==> src/rtl/uart_cmd_parser_pkg.sv <==
// uart_cmd_pkg: shared state encoding, header/timeout defaults and checksum helper
package uart_cmd_pkg;
    typedef enum logic [2:0] {HUNT0, HUNT1, CMD, LEN, PAYLOAD, CSUM} state_t;
    localparam logic [7:0] HDR0_DEF    = 8'h55;
    localparam logic [7:0] HDR1_DEF    = 8'hAA;
    localparam int         TIMEOUT_DEF = 50000;
    function automatic logic [7:0] csum_add(input logic [7:0] a, input logic [7:0] b);
        return a + b;
    endfunction
endpackage

==> src/rtl/uart_cmd_parser_timer.sv <==
// uart_frame_timer: inter-byte watchdog with a single-cycle terminal-count pulse
module uart_frame_timer
    import uart_cmd_pkg::*;
#(
    parameter int TIMEOUT_CYCLES = TIMEOUT_DEF
) (
    input  logic clk,
    input  logic rst,
    input  logic clear,
    input  logic enable,
    output logic tc
);
    localparam int W = $clog2(TIMEOUT_CYCLES + 1);
    logic [W-1:0] cnt_q, cnt_d;
    // A clear in the terminal cycle suppresses the pulse: the arriving byte wins.
    always_comb begin
        tc    = enable && !clear && (cnt_q == W'(TIMEOUT_CYCLES - 1));
        cnt_d = (clear || !enable || tc) ? '0 : cnt_q + 1'b1;
    end
    always_ff @(posedge clk or posedge rst)
        if (rst) cnt_q <= '0;
        else     cnt_q <= cnt_d;
endmodule

==> src/rtl/uart_cmd_parser.sv <==
// uart_cmd_parser: frames UART bytes into checksummed command words
module uart_cmd_parser
    import uart_cmd_pkg::*;
#(
    parameter int         MAX_LEN        = 8,
    parameter int         TIMEOUT_CYCLES = TIMEOUT_DEF,
    parameter logic [7:0] HDR0           = HDR0_DEF,
    parameter logic [7:0] HDR1           = HDR1_DEF
) (
    input  logic                 clk,
    input  logic                 rst,
    input  logic [7:0]           rx_data,
    input  logic                 rx_int,
    output logic                 cmd_valid,
    output logic [7:0]           cmd_code,
    output logic [3:0]           cmd_len,
    output logic [8*MAX_LEN-1:0] cmd_payload,
    output logic                 frame_err,
    output logic                 busy
);
    state_t               state_q, state_d;
    logic                 rx_int_q, byte_stb, tc;
    logic [7:0]           sum_q, sum_d, code_q, code_d, cmd_code_q, cmd_code_d;
    logic [3:0]           idx_q, idx_d, len_q, len_d, cmd_len_q, cmd_len_d;
    logic [8*MAX_LEN-1:0] shadow_q, shadow_d, cmd_payload_q, cmd_payload_d;
    logic                 valid_q, valid_d, err_q, err_d, busy_q;
    assign byte_stb = rx_int_q & ~rx_int;
    uart_frame_timer #(.TIMEOUT_CYCLES(TIMEOUT_CYCLES)) u_timer (
        .clk    (clk),
        .rst    (rst),
        .clear  (byte_stb),
        .enable (state_q != HUNT0),
        .tc     (tc)
    );
    always_comb begin
        state_d  = state_q;
        sum_d    = sum_q;
        idx_d    = idx_q;
        len_d    = len_q;
        code_d   = code_q;
        shadow_d = shadow_q;
        valid_d  = 1'b0;
        err_d    = 1'b0;
        if (byte_stb) begin
            case (state_q)
                HUNT0: state_d = (rx_data == HDR0) ? HUNT1 : HUNT0;
                HUNT1: begin
                    state_d  = (rx_data == HDR1) ? CMD : (rx_data == HDR0) ? HUNT1 : HUNT0;
                    shadow_d = (rx_data == HDR1) ? '0 : shadow_q;
                end
                CMD: begin
                    code_d  = rx_data;
                    sum_d   = rx_data;
                    state_d = LEN;
                end
                LEN: begin
                    sum_d   = csum_add(sum_q, rx_data);
                    len_d   = rx_data[3:0];
                    idx_d   = '0;
                    err_d   = rx_data > 8'(MAX_LEN);
                    state_d = err_d ? HUNT0 : (rx_data == 8'd0) ? CSUM : PAYLOAD;
                end
                PAYLOAD: begin
                    for (int i = 0; i < MAX_LEN; i++)
                        if (idx_q == 4'(i)) shadow_d[8*i +: 8] = rx_data;
                    sum_d   = csum_add(sum_q, rx_data);
                    idx_d   = idx_q + 4'd1;
                    state_d = (idx_d == len_q) ? CSUM : PAYLOAD;
                end
                CSUM: begin
                    valid_d = rx_data == sum_q;
                    err_d   = !valid_d;
                    state_d = HUNT0;
                end
                default: state_d = HUNT0;
            endcase
        end else if (tc) begin
            // A half-seen header is not a frame, so it dies silently.
            err_d   = state_q != HUNT1;
            state_d = HUNT0;
        end
        cmd_code_d    = valid_d ? code_q : cmd_code_q;
        cmd_len_d     = valid_d ? len_q : cmd_len_q;
        cmd_payload_d = valid_d ? shadow_q : cmd_payload_q;
    end
    always_ff @(posedge clk or posedge rst)
        if (rst) begin
            rx_int_q      <= 1'b0;
            state_q       <= HUNT0;
            sum_q         <= '0;
            idx_q         <= '0;
            len_q         <= '0;
            code_q        <= '0;
            shadow_q      <= '0;
            cmd_code_q    <= '0;
            cmd_len_q     <= '0;
            cmd_payload_q <= '0;
            valid_q       <= 1'b0;
            err_q         <= 1'b0;
            busy_q        <= 1'b0;
        end else begin
            rx_int_q      <= rx_int;
            state_q       <= state_d;
            sum_q         <= sum_d;
            idx_q         <= idx_d;
            len_q         <= len_d;
            code_q        <= code_d;
            shadow_q      <= shadow_d;
            cmd_code_q    <= cmd_code_d;
            cmd_len_q     <= cmd_len_d;
            cmd_payload_q <= cmd_payload_d;
            valid_q       <= valid_d;
            err_q         <= err_d;
            busy_q        <= state_d != HUNT0;
        end
    assign cmd_valid   = valid_q;
    assign frame_err   = err_q;
    assign busy        = busy_q;
    assign cmd_code    = cmd_code_q;
    assign cmd_len     = cmd_len_q;
    assign cmd_payload = cmd_payload_q;
endmodule

==> config.mk <==
export PLATFORM = sky130hd
export DESIGN_NAME = uart_cmd_parser
export DESIGN_NICKNAME = d
export VERILOG_FILES = /design/src/rtl/uart_cmd_parser_pkg.sv /design/src/rtl/uart_cmd_parser_timer.sv /design/src/rtl/uart_cmd_parser.sv
export SDC_FILE = /design/constraint.sdc
export NUM_CORES = 1
export LEC_CHECK = 0
export ABC_CLOCK_PERIOD_IN_PS = 6600
export BUFFER_PORTS_ARGS = -buffer_cell sky130_fd_sc_hd__buf_2
export CELL_PAD_IN_SITES_DETAIL_PLACEMENT = 1
export CELL_PAD_IN_SITES_GLOBAL_PLACEMENT = 1
export CORE_MARGIN = 2
export CORE_UTILIZATION = 47
export DETAILED_ROUTE_END_ITERATION = 10
export GPL_TIMING_DRIVEN = 1
export PLACE_DENSITY_LB_ADDON = 0.1
export SYNTH_ARGS = -nofsm -noshare
export SYNTH_HDL_FRONTEND = slang
export SYNTH_HIERARCHICAL = 1
export SYNTH_SLANG_ARGS = --single-unit
==> constraint.sdc <==
create_clock -name clk -period 6.6 [get_ports clk]
set_input_delay 0.66 -clock clk [delete_from_list [all_inputs] [get_ports clk]]
set_output_delay 0.66 -clock clk [all_outputs]
set_load 0.01 [all_outputs]
==> results.md <==
- Sw Pwr: 0.4996 mW
- Final Hold Fails: 0
- TNS Setup: 0 ns
- Die width: 134.1 µm
- # Post-CTS Setup Buffers: 0
- Die area: roughly 0.018 mm²
- Slew Limit Headroom: between 10% and 20%
- Max-Cap Viols: 0
- Final core occ: between 50% and 60%
- First-pass GRT wire length: 30,800 µm
- Worst-case reg-to-reg path depth: 6
- Top FF cell, synth: dfrtp_1
- Initial antenna violation count: 0
- Leak: 4.427 nW
- Final Cycle Share: approximately 46%
- P per Cell Area: roughly 240 mW/mm²
- Pint: 1.691 mW
- Multi-input gate area: 0.003108 mm²
- Combinational power share: 2.2%
- Synth Instances: 623
- Commonest non-fill, non-tap cell in the layout: dfrtp_1
- EDFF count, synth: 0
- Max VDD drop: 0.0001843 V
- Final ANT Viol Nets: 0
- Net Count, Synth: approximately 650
- Main combinational cell family by area after synthesis: simple AND/OR/NAND/NOR gates
- Diode count: 0
- Clock root buffer: clkbuf_16
- Synth Warn #: 6
- Sequential Power Share: 52.3%
- Switching share of power: 22.81%
- Minimum hold slack: 0.3275 ns
- Share of cells above drive strength 1: 31.86%
- Clock power frac: between 40% and 50%
- Cell mode on critical path: nor4_1
- Worst Hold Class: input pin to asynchronous set/reset pin
- Synth Cell Area: approximately 0.0080 mm²
- Vias in the first global route: 5,572
- Clk_lat worst skew: around 0.44 ns
- CTS tree: done
- Clk sinks: 187
- Final net count: 733
- Total GRT Usage: 22.13%
- Slack of the critical path: 3.560 ns
- Area after DPL: 0.008584 mm²
- Distinct cells, synth: 59
- Vias/cell: approximately 5.6
- Area share of xor/xnor cells in the synthesized design: about 2.5%
- Crit. End Element: flop
- Clock-pin slew on the worst setup and hold paths: around 0.07 ns
- Mean routed wirelength per cell: 20.12 µm
- Layout filler cell count: around 1,700
- Reg area: 0.004679 mm²
- FF-to-FF setup slack: 3.59 ns
- Commonest cells after routing, fill and taps aside: dfrtp_1 (187), buf_2 (89), mux2_2 (80)
- Crit path from: rx_data[2]
- RSZ-0062 raised after global routing: no
- H-tree depth: 4
- Clock Path Buffers: 2
- Initial detailed-routing violation count: around 380
- Pre-CTS setup slack: between 3 and 4 ns
- Synthesized flop and latch total: 187
- CP Class: input pin to flop
- Asr flop ratio synth: 100.0%
- Sequential share of the synthesized area: 58.83%
- Placer Congestion: roughly 0.81
- Die height: 134.1 µm
- Worst setup path endpoint: cmd_payload[57]
- Initial Util: between 40% and 50%
- Slew @ Worst Pin: 1.200 ns
- # setup viols final: 0
- Core Rows: 47
- Synth Area in Compound Gates: 11.25%
- Area grow syn2layout: 15.27%
- Simple-gate share of the synthesized area: 11.67%
- CP Cell Sequence: buf_2 -> ha_1 -> nor4_1 -> nand2_1 -> nor4_1 -> and4_4 -> mux2_2
- Port Buffers: about 90
- Fin. max-slew vios: 0
- Mux contribution to synthesized area: 11.45%
- Syn avg cell area: 12.77 µm²
- Hold buffers post-CTS: 0
- Skew final: 0.02106 ns
- Outcome: finished clean
- CP required: 6.92 ns
- R2R Path Start: sum_q[2]
- Tmin final: 3.040 ns
- FMAX: roughly 0.33 GHz
- Critical Path AT: 3.36 ns
- Residual DRC: 0
- Startpoint types: input pin
- CP max FO: 77
- Synth Area in Adders: 2.139%
- CTS buffer count: 17
- Post_cts resized: 0
- Pin count of the biggest net entering global routing: 90
- Worst path max stage delay: 0.98 ns
- Final WL: 18,950 µm
- Io pins: 90
- TritonRoute pass-1 iters: 4
- Hpwl dp: 12,470 µm
- Vias: ~5,300
- GRT overflow: 0
- R2r endpoint: cmd_payload[57]
- Slowest library cell on the worst path: and4_4
- Final instance area: 0.009169 mm²
- Core Footprint: 0.01658 mm²
-- cell usage after synthesis (2+ instances only) --
master       n  area (µm²)
dfrtp_1    187        4679
clkbuf_1    13       48.80
nor3_1      12       60.06
o21a_1       3       22.52
or4_1        2       15.01
nand3_1      8       40.04
a21oi_1     11       55.05
o2bb2ai_1   64       560.5
nor2_2       2       12.51
nor4_2       3       37.54
buf_6        2       22.52
o311ai_0     2       17.52
nor3b_1      4       30.03
o21ai_0     21       105.1
nand2_2      8       50.05
ha_1        12       150.1
inv_1       12       45.04
a211oi_1     4       30.03
o31a_1       2       17.52
xnor2_1     16       140.1
nor2_1      23       86.33
nand2_1     62       232.7
nand4_1      2       12.51
nand3_4      2       35.03
buf_2        8       40.04
nor2b_1      7       43.79
nand2b_1     4       25.02
xor2_1       7       61.31
nand4_4      2       42.54
mux2_2      80       900.9
nor4bb_1     2       20.02
a31oi_1      2       12.51
nor4_1       5       31.28
nand3b_1     2       15.01
or3_1        3       18.77
-- power by group through the flow --
stage / Sequential, mW / Combinational (mW) / Clock (mW)
6_report: 1.15 / 0.0478 / 0.996
5_1_grt: 1.15 / 0.0552 / 1.07
4_1_cts: 1.15 / 0.0497 / 1.02
3_5_place_dp: 1.17 / 0.0493 / 0
3_3_place_gp: 1.17 / 0.0473 / 0
2_1_floorplan: 1.17 / 0.0308 / 0
-- sequential cells by signal, summed over array words and instances (netlist names) --
name	flops
u_timer/cnt_q	16
busy	1
state_q	3
len_q	4
idx_q	4
sum_q	8
cmd_code	8
shadow_q	64
cmd_len	4
cmd_valid	1
code_q	8
cmd_payload	64
frame_err	1
rx_int_q	1
-- stage by stage --
| stage | instances | power (mW) |
|---|---|---|
| after global placement | 910 | 1.215 |
| after detailed placement | 910 | 1.217 |
| after floorplan | 623 | 1.199 |
| after global routing | 942 | 2.273 |
| final | 942 | 2.190 |
| after CTS | 942 | 2.218 |
-- logic make-up (layout without fill, tap and decap cells) --
family                   count (synthesis)  after routing
AO/OA/AOI/OAI                          119            119
XOR/XNOR                                23             23
adder cells (fa/ha/maj)                 13             13
buffers and inverters                   38            137
flip-flops                             187            187
multiplexers                            81             81
AND/OR/NAND/NOR                        162            162
-- area by class of cell --
type                       count  area share (%)
clock buffer                  21           5.240
clock inverter                11           1.133
inverter                      13          0.5868
multi-input combinational    398           33.90
sequential                   187           51.04
tap                          220           3.002
timing repair buffer          92           5.104
-- critical path, delay by kind of cell --
| family | cells | cell delay, ns |
|---|---|---|
| and+or+nand+nor | 4 | 1.65 |
| buffers and inverters | 1 | 0.16 |
| muxes | 1 | 0.43 |
| adders and majority gates | 1 | 0.38 |
-- how the worst min path moves through the flow --
stage                start           endpoint  slack [ns]  depth (start not counted)
5_1_grt             rx_int           rx_int_q        0.33                          1
4_1_cts             rx_int           rx_int_q        0.33                          1
3_5_place_dp   shadow_q[1]        shadow_q[1]        0.47                          1
6_report               rst  u_timer/cnt_q[11]        0.33                          2
2_1_floorplan    code_q[0]          code_q[0]        0.44                          2
3_3_place_gp     code_q[3]          code_q[3]        0.46                          2
-- routing by layer --
layer	track usage [%]	part of all wire (%)	wire length (µm)
met5	0	0	0
met4	6.784	1.4	266
met3	4.271	4.2	789
met2	35.36	49	9220
met1	30.98	46	8672
Note: power is estimated with default switching activity, not from simulation.
